## config.mk

```make
export PLATFORM = sky130hd
export DESIGN_NAME = fmul_issue_controller
export DESIGN_NICKNAME = d
export VERILOG_FILES = /design/src/rtl/floating_point_unit_pkg.sv /design/src/rtl/fmul_result_buffer.sv /design/src/rtl/fmul_issue_controller.sv
export SDC_FILE = /design/constraint.sdc
export NUM_CORES = 1
export LEC_CHECK = 0
export CAP_MARGIN = 30
export CELL_PAD_IN_SITES_DETAIL_PLACEMENT = 0
export CELL_PAD_IN_SITES_GLOBAL_PLACEMENT = 1
export CORE_UTILIZATION = 47
export CTS_CLUSTER_SIZE = 28
export DETAILED_ROUTE_END_ITERATION = 10
export GPL_ROUTABILITY_DRIVEN = 0
export PLACE_DENSITY_LB_ADDON = 0.1
export SYNTH_ARGS = -nofsm -noshare
export SYNTH_HDL_FRONTEND = slang
export SYNTH_SLANG_ARGS = --single-unit
```

## constraint.sdc

```tcl
create_clock -name clk_i -period 7 [get_ports clk_i]
set_input_delay 0.7 -clock clk_i [delete_from_list [all_inputs] [get_ports clk_i]]
set_output_delay 0.7 -clock clk_i [all_outputs]
set_load 0.01 [all_outputs]
```

## src/rtl/floating_point_unit_pkg.sv

```systemverilog
// Shared types for the FPU execution unit: float32 encoding, rounding bits and
// the multiplier's exception flags.
package floating_point_unit_pkg;

    typedef logic [31:0] float32_t;

    typedef struct packed {
        logic guard;
        logic round;
        logic sticky;
    } round_bits_t;

    typedef struct packed {
        logic invalid;
        logic overflow;
        logic underflow;
    } fmul_exceptions_t;

endpackage

```

## src/rtl/fmul_result_buffer.sv

```systemverilog
// Synchronous FIFO holding retired multiplier results until writeback takes them.
// Push and pop may coincide even when full or empty; flush empties it at the edge.
module fmul_result_buffer #(
    parameter int WIDTH = 44,
    parameter int DEPTH = 8
) (
    input  logic             clk_i,
    input  logic             rst_n_i,
    input  logic             flush_i,
    input  logic             push_i,
    input  logic [WIDTH-1:0] push_data_i,
    input  logic             pop_i,
    output logic             full_o,
    output logic             empty_o,
    output logic [WIDTH-1:0] head_o
);

    localparam int PW = (DEPTH > 1) ? $clog2(DEPTH) : 1;
    localparam int CW = $clog2(DEPTH + 1);

    logic [WIDTH-1:0] mem [DEPTH];
    logic [PW-1:0]    rd_ptr;
    logic [PW-1:0]    wr_ptr;
    logic [CW-1:0]    count;
    logic             do_push;
    logic             do_pop;

    function automatic logic [PW-1:0] bump(input logic [PW-1:0] p);
        return (p == PW'(DEPTH - 1)) ? '0 : p + PW'(1);
    endfunction

    assign empty_o = (count == '0);
    assign full_o  = (count == CW'(DEPTH));
    assign head_o  = mem[rd_ptr];
    assign do_pop  = pop_i & ~empty_o;
    // A pop frees the head slot in the same edge, so a full buffer can still accept.
    assign do_push = push_i & (~full_o | do_pop);

    // NOTE: storage is deliberately not reset; only pointers and count define validity.
    always_ff @(posedge clk_i) begin
        if (do_push) mem[wr_ptr] <= push_data_i;
    end

    always_ff @(posedge clk_i) begin
        if (!rst_n_i || flush_i) begin
            rd_ptr <= '0;
            wr_ptr <= '0;
            count  <= '0;
        end else begin
            if (do_push) wr_ptr <= bump(wr_ptr);
            if (do_pop)  rd_ptr <= bump(rd_ptr);
            count <= count + CW'(do_push) - CW'(do_pop);
        end
    end

endmodule

```

## src/rtl/fmul_issue_controller.sv

```systemverilog
// Issue/retire controller for the pipelined FP multiplier: credit-based issue,
// in-flight tag tracking, result buffering, flush and protocol checking.
module fmul_issue_controller
    import floating_point_unit_pkg::*;
#(
    parameter int LATENCY      = 4,
    parameter int TAG_WIDTH    = 6,
    parameter int BUFFER_DEPTH = 8
) (
    input  logic                 clk_i,
    input  logic                 rst_n_i,
    input  logic                 flush_i,
    input  logic                 issue_valid_i,
    output logic                 issue_ready_o,
    input  logic [TAG_WIDTH-1:0] issue_tag_i,
    input  logic [31:0]          operand_a_i,
    input  logic [31:0]          operand_b_i,
    output logic                 mul_valid_o,
    output logic [31:0]          mul_multiplicand_o,
    output logic [31:0]          mul_multiplier_o,
    input  logic                 mul_valid_i,
    input  logic [31:0]          mul_result_i,
    input  logic                 mul_invalid_i,
    input  logic                 mul_overflow_i,
    input  logic                 mul_underflow_i,
    input  logic [2:0]           mul_round_bits_i,
    output logic                 wb_valid_o,
    input  logic                 wb_ready_i,
    output logic [TAG_WIDTH-1:0] wb_tag_o,
    output logic [31:0]          wb_result_o,
    output logic [2:0]           wb_exceptions_o,
    output logic [2:0]           wb_round_bits_o,
    output logic                 error_o
);

    localparam int CW = $clog2(BUFFER_DEPTH + 1);

    typedef struct packed {
        logic                 valid;
        logic                 killed;
        logic [TAG_WIDTH-1:0] tag;
    } slot_t;

    typedef struct packed {
        logic [TAG_WIDTH-1:0] tag;
        float32_t             result;
        fmul_exceptions_t     exceptions;
        round_bits_t          round_bits;
    } wb_entry_t;

    slot_t [LATENCY-1:0] slots;
    slot_t               last;
    logic [CW-1:0]       credits;
    logic                fire;
    logic                wb_fire;
    logic                live;
    logic                push;
    logic                buf_full;
    logic                buf_empty;
    logic                protocol_err;
    wb_entry_t           push_entry;
    wb_entry_t           head;

    assign issue_ready_o      = rst_n_i & ~flush_i & (credits != '0);
    assign fire               = issue_valid_i & issue_ready_o;
    assign mul_valid_o        = fire;
    assign mul_multiplicand_o = operand_a_i;
    assign mul_multiplier_o   = operand_b_i;

    assign last    = slots[LATENCY-1];
    assign live    = last.valid & ~last.killed;
    assign push    = live & mul_valid_i & ~flush_i;
    assign wb_fire = wb_valid_o & wb_ready_i;

    // The overflow term cannot fire while credits are honoured; it guards the invariant.
    assign protocol_err = (live & ~mul_valid_i) | (mul_valid_i & ~last.valid)
                        | (push & buf_full & ~wb_fire);

    assign push_entry.tag        = last.tag;
    assign push_entry.result     = mul_result_i;
    assign push_entry.exceptions = '{invalid: mul_invalid_i, overflow: mul_overflow_i,
                                     underflow: mul_underflow_i};
    assign push_entry.round_bits = mul_round_bits_i;

    always_ff @(posedge clk_i) begin
        if (!rst_n_i) begin
            slots   <= '0;
            credits <= CW'(BUFFER_DEPTH);
            error_o <= 1'b0;
        end else begin
            slots[0] <= '{valid: fire, killed: 1'b0, tag: issue_tag_i};
            for (int i = 1; i < LATENCY; i++) begin
                slots[i] <= '{valid:  slots[i-1].valid,
                              killed: slots[i-1].killed | flush_i,
                              tag:    slots[i-1].tag};
            end
            // Every surviving slot is killed by a flush, so no credit stays reserved.
            if (flush_i) credits <= CW'(BUFFER_DEPTH);
            else         credits <= credits + CW'(wb_fire) - CW'(fire);
            if (protocol_err) error_o <= 1'b1;
        end
    end

    fmul_result_buffer #(
        .WIDTH($bits(wb_entry_t)),
        .DEPTH(BUFFER_DEPTH)
    ) u_result_buffer (
        .clk_i      (clk_i),
        .rst_n_i    (rst_n_i),
        .flush_i    (flush_i),
        .push_i     (push),
        .push_data_i(push_entry),
        .pop_i      (wb_fire),
        .full_o     (buf_full),
        .empty_o    (buf_empty),
        .head_o     (head)
    );

    assign wb_valid_o      = ~buf_empty;
    assign wb_tag_o        = head.tag;
    assign wb_result_o     = head.result;
    assign wb_exceptions_o = head.exceptions;
    assign wb_round_bits_o = head.round_bits;

endmodule

```

==> results.json, run 1 <==
{
  "syn_area_per_cell_um2": 20.7,
  "cts_tree": "built",
  "path_cells": "buf_4 > mux4_2 > mux2_2 > clkdlybuf4s50_1",
  "min_period_over_period_pct": 56.8,
  "clk_pin_slew_ns": 0.06,
  "drt_iter0_markers": 375,
  "synth_top_cell_by_area": "edfxtp_1",
  "leakage_uw": 0.00567,
  "crit_arrival_ns": 3.28,
  "synth.top_cell.area_share_pct": 67.6,
  "critPathKind": "register to output port",
  "dp_cells": 1213,
  "ys.warnings.count": 0,
  "finalSetupTns_ns": 0,
  "multiInputGateArea_um2": 3400,
  "fin_area_um2": 18000,
  "fin_nets": 946,
  "cts.path.max_buffers": 3,
  "max_freq_mhz": 251,
  "status": "finished clean",
  "hold_path.class": "register to register",
  "num_rows": 66,
  "ctsResizeCount": 0,
  "die_area_um2": 34000,
  "seq_area_frac_synth_pct": 73.9,
  "placeableCoreArea_um2": 32600,
  "netlist_instances": 756,
  "wirelength_mm": 28.9,
  "hold_violations": 0,
  "wl_met3_mm": 1.88,
  "seq_area_um2": 11600,
  "syn_to_final_growth_pct": 15.0,
  "async_reset_ff_share_pct": 0,
  "fill_cells": 2451,
  "synth_edf_count": 352,
  "die_w_um": 184,
  "maxCapViolations": 0,
  "cts_made_buffers": 42,
  "htree_levels": 2,
  "vdd_ir_drop_max_v": 0.000154,
  "drive_gt1_share_pct": 26.2,
  "netlist_area_um2": 15600,
  "firstDrtPassIters": 4,
  "grt_remaining_overflow": 0,
  "synthTopCellsByArea": "edfxtp_1 (68%), mux4_2 (13%), dfxtp_1 (6.3%), buf_4 (3.1%), mux2_2 (2.3%)",
  "start_util_pct": 47.9,
  "cts_setup_buffers": 0,
  "synth.distinct_cells": 39,
  "final_cells": 1285,
  "worstSetupStartpointType": "register",
  "worst_path_max_delay_cell": "buf_4",
  "max_stage_delay_ns": 0.71,
  "grt_pass1_vias": 7682,
  "dpl-instance-area_um2": 16600,
  "finalClockSkew_ns": 0.0130,
  "rsz0062_at_grt": "no",
  "cp-end-kind": "output port",
  "wl_met1_mm": 11.7,
  "via_per_inst": 5.39,
  "io-pin-count": 226,
  "synth_seq_cells": 401,
  "routed.top_layer": "met4",
  "power.density_nw_per_um2": 289,
  "grt_first_pass_wirelength_mm": 44.4,
  "antenna_found_initial": 0,
  "hpwl_mm": 15.5,
  "portBuffers": 97,
  "post-route-util_pct": 55.1,
  "slew_headroom_pct": 38.7,
  "via_count": 6925,
  "root_buffer": "clkbuf_16",
  "dr_wl_met2_mm": 14.4,
  "postRouteAntennaNets": 0,
  "wl_per_cell_um": 22.5,
  "cp_max_fo": 40,
  "syn_nets": 887,
  "hold_ws_ns": 0.424,
  "synth_top_flop_cell": "edfxtp_1",
  "clock_latency_ns": 0.52,
  "antennaDiodeCount": 0,
  "period_minus_slack_ns": 3.98,
  "grt_max_degree": 59,
  "grt_usage_pct": 17.5,
  "setup_viol": 0,
  "max_slew.worst_pin.slew_ns": 0.919,
  "hold_buffers": 0,
  "drv_slew": 0,
  "die_h_um": 184,
  "drc": 0,
  "cts_sinks": 401,
  "required_ns": 6.30
}
==> final cells by class <==
cell class                 count  area share [%]
sequential                   401            64.3
multi-input combinational    245            18.9
clock buffer                  49            6.22
timing repair buffer         110            5.94
tap                          442            3.08
clock inverter                23            1.28
inverter                      15           0.313
==> metrics by stage <==
| stage | power (uW) | setup slack, ns |
|---|---|---|
| final | 5200 | 3.02 |
| after CTS | 5280 | 2.87 |
| after floorplan | 3010 | 0.857 |
| after detailed placement | 3120 | 3.06 |
| after global routing | 5400 | 2.75 |
| after global placement | 3100 | 3.13 |
==> registers in the layout, summed over array words and instances (netlist names), named ones only <==
signal and cells:
credits 4, error_o 1, last 8, slots 23, u_result_buffer.count 4, u_result_buffer.mem 352
u_result_buffer.rd_ptr 3, u_result_buffer.wr_ptr 3
==> per-layer routing <==
metal | GRT usage (%) | vias to the layer above
li1 | - | 3056
met3 | 4.15 | 91
met1 | 22.3 | 3571
met4 | 5.80 | 0
met2 | 29.5 | 207
met5 | 0 | -
==> cells in the final DEF (no fill, tap or decap), types with 4 or more instances in the layout <==
cell type | Yosys | final
edfxtp_1 | 352 | 352
clkdlybuf4s50_1 | 0 | 97
mux4_2 | 88 | 88
dfxtp_1 | 49 | 46
clkbuf_16 | 0 | 43
and2_1 | 34 | 34
mux2_2 | 32 | 32
inv_1 | 15 | 15
ha_1 | 15 | 15
buf_4 | 64 | 13
mux2_4 | 12 | 12
a21oi_1 | 9 | 9
clkinv_2 | 0 | 8
nand2_1 | 7 | 7
nor2_1 | 7 | 7
clkinvlp_4 | 0 | 6
mux2i_1 | 5 | 5
bufinv_16 | 0 | 4
clkbuf_1 | 17 | 4
==> logic make-up after synthesis <==
kind of cell,Yosys count,synth area share [%]
flip-flops,401,73.9
multiplexers,137,16.5
buffers and inverters,110,4.62
AND/OR/NAND/NOR,71,2.81
AO/OA/AOI/OAI,18,0.664
adder cells (fa/ha/maj),17,1.46
XOR/XNOR,2,0.112
==> critical path, delay by kind of cell, from the launching register on <==
| kind | cells | cell delay [ns] |
|---|---|---|
| buffers and inverters | 2 | 1.23 |
| muxes | 2 | 0.89 |
| DFF | 1 | 0.62 |
==> synthesized netlist by cell type (all sizes together) (7+ instances only) <==
library cell,count
dfxtp,49
mux2,44
and2,34
inv,15
mux4,88
clkbuf,17
a21oi,9
edfxtp,352
ha,15
nor2,7
nand2,7
buf,78
==> worst paths after layout <==
path	startpoint	end	slack [ns]	depth (start not counted)
worst min-delay path	slots[17]$_SDFF_PN0_	last[1]$_SDFF_PN0_	0.42	1
worst max register to register	u_result_buffer.count[2]$_SDFF_PP0_	u_result_buffer.mem[1][29]$_DFFE_PP_	3.98	7
worst min register to register	slots[17]$_SDFF_PN0_	last[1]$_SDFF_PN0_	0.42	1
worst max-delay path	register	wb_result_o[0]	3.02	4
==> report_power, final <==
| part | internal, uW | total (uW) | switching, uW |
|---|---|---|---|
| logic | 238 | 421 | 184 |
| registers | 2610 | 2630 | 21.4 |
| clock network | 1290 | 2150 | 860 |
| total | 4140 | 5200 | 1070 |
No activity file was read; power rests on OpenSTA's default activity.
==> run 2, diff against run 1 <==
- clock period: 7 -> 3.7 ns (I/O delays scaled with it)
==> run 2 against run 1 <==
  * Design area rose by 0.76%
  * Critical path depth did not move
  * Clock-buffer cell count rose by 5
  * Power rose by 85%
  * Combinational power rose by 93%
  * Sequential power rose by 89%
  * Largest cell class unchanged
==> results.json, run 2 (synthesis results as in run 1) <==
{
  "cts_setup_buffers": 0,
  "wl_per_cell_um": 22.8,
  "drc": 0,
  "max_slew.worst_pin.slew_ns": 0.915,
  "setup_viol": 0,
  "antenna_found_initial": 2,
  "period_minus_slack_ns": 3.22,
  "rsz0062_at_grt": "no",
  "num_rows": 66,
  "via_per_inst": 5.40,
  "layout.cells.most_common_list": "edfxtp_1 (352), clkdlybuf4s50_1 (97), mux4_2 (88)",
  "fin_nets": 951,
  "leakage_uw": 0.00571,
  "grt_remaining_overflow": 0,
  "hold_violations": 0,
  "worstSetupStartpointType": "register",
  "min_path_cells": 1,
  "io-pin-count": 226,
  "cp-end-kind": "output port",
  "cp_max_fo": 37,
  "start_util_pct": 47.9,
  "finalClockSkew_ns": 0.0247,
  "clk_pin_slew_ns": 0.06,
  "slew_headroom_pct": 39.0,
  "power.density_nw_per_um2": 532,
  "max_freq_mhz": 310,
  "cts_tree": "built",
  "cts_sinks": 401,
  "path_cells": "buf_12 > mux4_2 > mux2_2 > clkdlybuf4s50_1",
  "design_power_total_uw": 9650,
  "grt_max_degree": 45,
  "die_area_um2": 34000,
  "status": "finished clean",
  "r2r.worst_path.cells": 13,
  "via_count": 7004,
  "hold_ws_ns": 0.420,
  "cts.path.max_buffers": 3,
  "post-route-util_pct": 55.6,
  "crit_cells": 4,
  "min_period_over_period_pct": 87.1,
  "multiInputGateArea_um2": 3400,
  "postRouteAntennaNets": 0,
  "finalSetupTns_ns": 0,
  "required_ns": 3.33,
  "max_flop_register": "u_result_buffer.mem",
  "grt_first_pass_wirelength_mm": 44.8,
  "placeableCoreArea_um2": 32600,
  "ctsResizeCount": 0,
  "cts_made_buffers": 41,
  "worst_path_max_delay_cell": "dfxtp_4",
  "maxCapViolations": 0,
  "drv_slew": 0,
  "max_stage_delay_ns": 0.61,
  "critPathKind": "register to output port",
  "crit_family": "multiplexers",
  "final_common_cell": "edfxtp_1",
  "hold_path.class": "register to register",
  "fill_cells": 2463,
  "clock_latency_ns": 0.53,
  "vdd_ir_drop_max_v": 0.000292,
  "drt_iter0_markers": 469,
  "crit_arrival_ns": 2.85,
  "syn_to_final_growth_pct": 15.9,
  "root_buffer": "clkbuf_16",
  "hpwl_mm": 16.9,
  "largest_reg_flops": 352,
  "portBuffers": 97,
  "die_w_um": 184,
  "crit_buf_inv": 2,
  "grt_usage_pct": 17.8,
  "die_h_um": 184,
  "hold_buffers": 0,
  "drive_gt1_share_pct": 25.2,
  "grt_pass1_vias": 7688,
  "htree_levels": 2,
  "seq_area_um2": 11600,
  "wirelength_mm": 29.6,
  "firstDrtPassIters": 7
}
[run 2: power by group]
group / switching [uW] / internal (uW) / total [uW]
logic: 354 / 458 / 813
registers: 40.8 / 4940 / 4980
clock network: 1580 / 2270 / 3850
[run 2: worst paths after layout]
kind                                                     startpoint                             endpoint  slack, ns
worst max-delay path                                       register                   wb_round_bits_o[0]       0.48
worst min-delay path                           slots[17]$_SDFF_PN0_                   last[1]$_SDFF_PN0_       0.42
worst max register to register  u_result_buffer.count[2]$_SDFF_PP0_  u_result_buffer.count[2]$_SDFF_PP0_       1.02
worst min register to register                 slots[17]$_SDFF_PN0_                   last[1]$_SDFF_PN0_       0.42
[run 2: stage by stage]
stage / instance area (um^2) / setup slack (ns) / instances
after floorplan: 15700 / 0.573 / 756
after global placement: 16800 / 0.947 / 1219
after detailed placement: 16800 / 0.880 / 1219
after CTS: 18100 / 0.390 / 1295
after global routing: 18100 / 0.287 / 1296
final: 18100 / 0.478 / 1297
[run 2: area by class of cell]
class                      instances  share of cell area (%)
sequential                       401                    63.8
inverter                          15                   0.311
clock buffer                      54                    6.17
timing repair buffer             116                    7.04
clock inverter                    22                   0.842
tap                              442                    3.05
antenna                            2                  0.0276
multi-input combinational        245                    18.8
[run 2: worst reg2reg max path: cells and delay by family (launching register included)]
kind / cells / cell delay, ns
XOR/XNOR: 1 / 0.15
buffers and inverters: 5 / 0.46
adder cells (fa/ha/maj): 4 / 1.00
flip-flops: 1 / 0.30
AND/OR/NAND/NOR: 3 / 0.68
[run 2: routing by layer]
metal | track usage [%] | vias up | wire length (um)
met2 | 30.6 | 200 | 15100
met5 | 0 | - | 0
met4 | 6.67 | 0 | 947
li1 | - | 3086 | -
met3 | 3.91 | 100 | 1540
met1 | 22.1 | 3618 | 12000
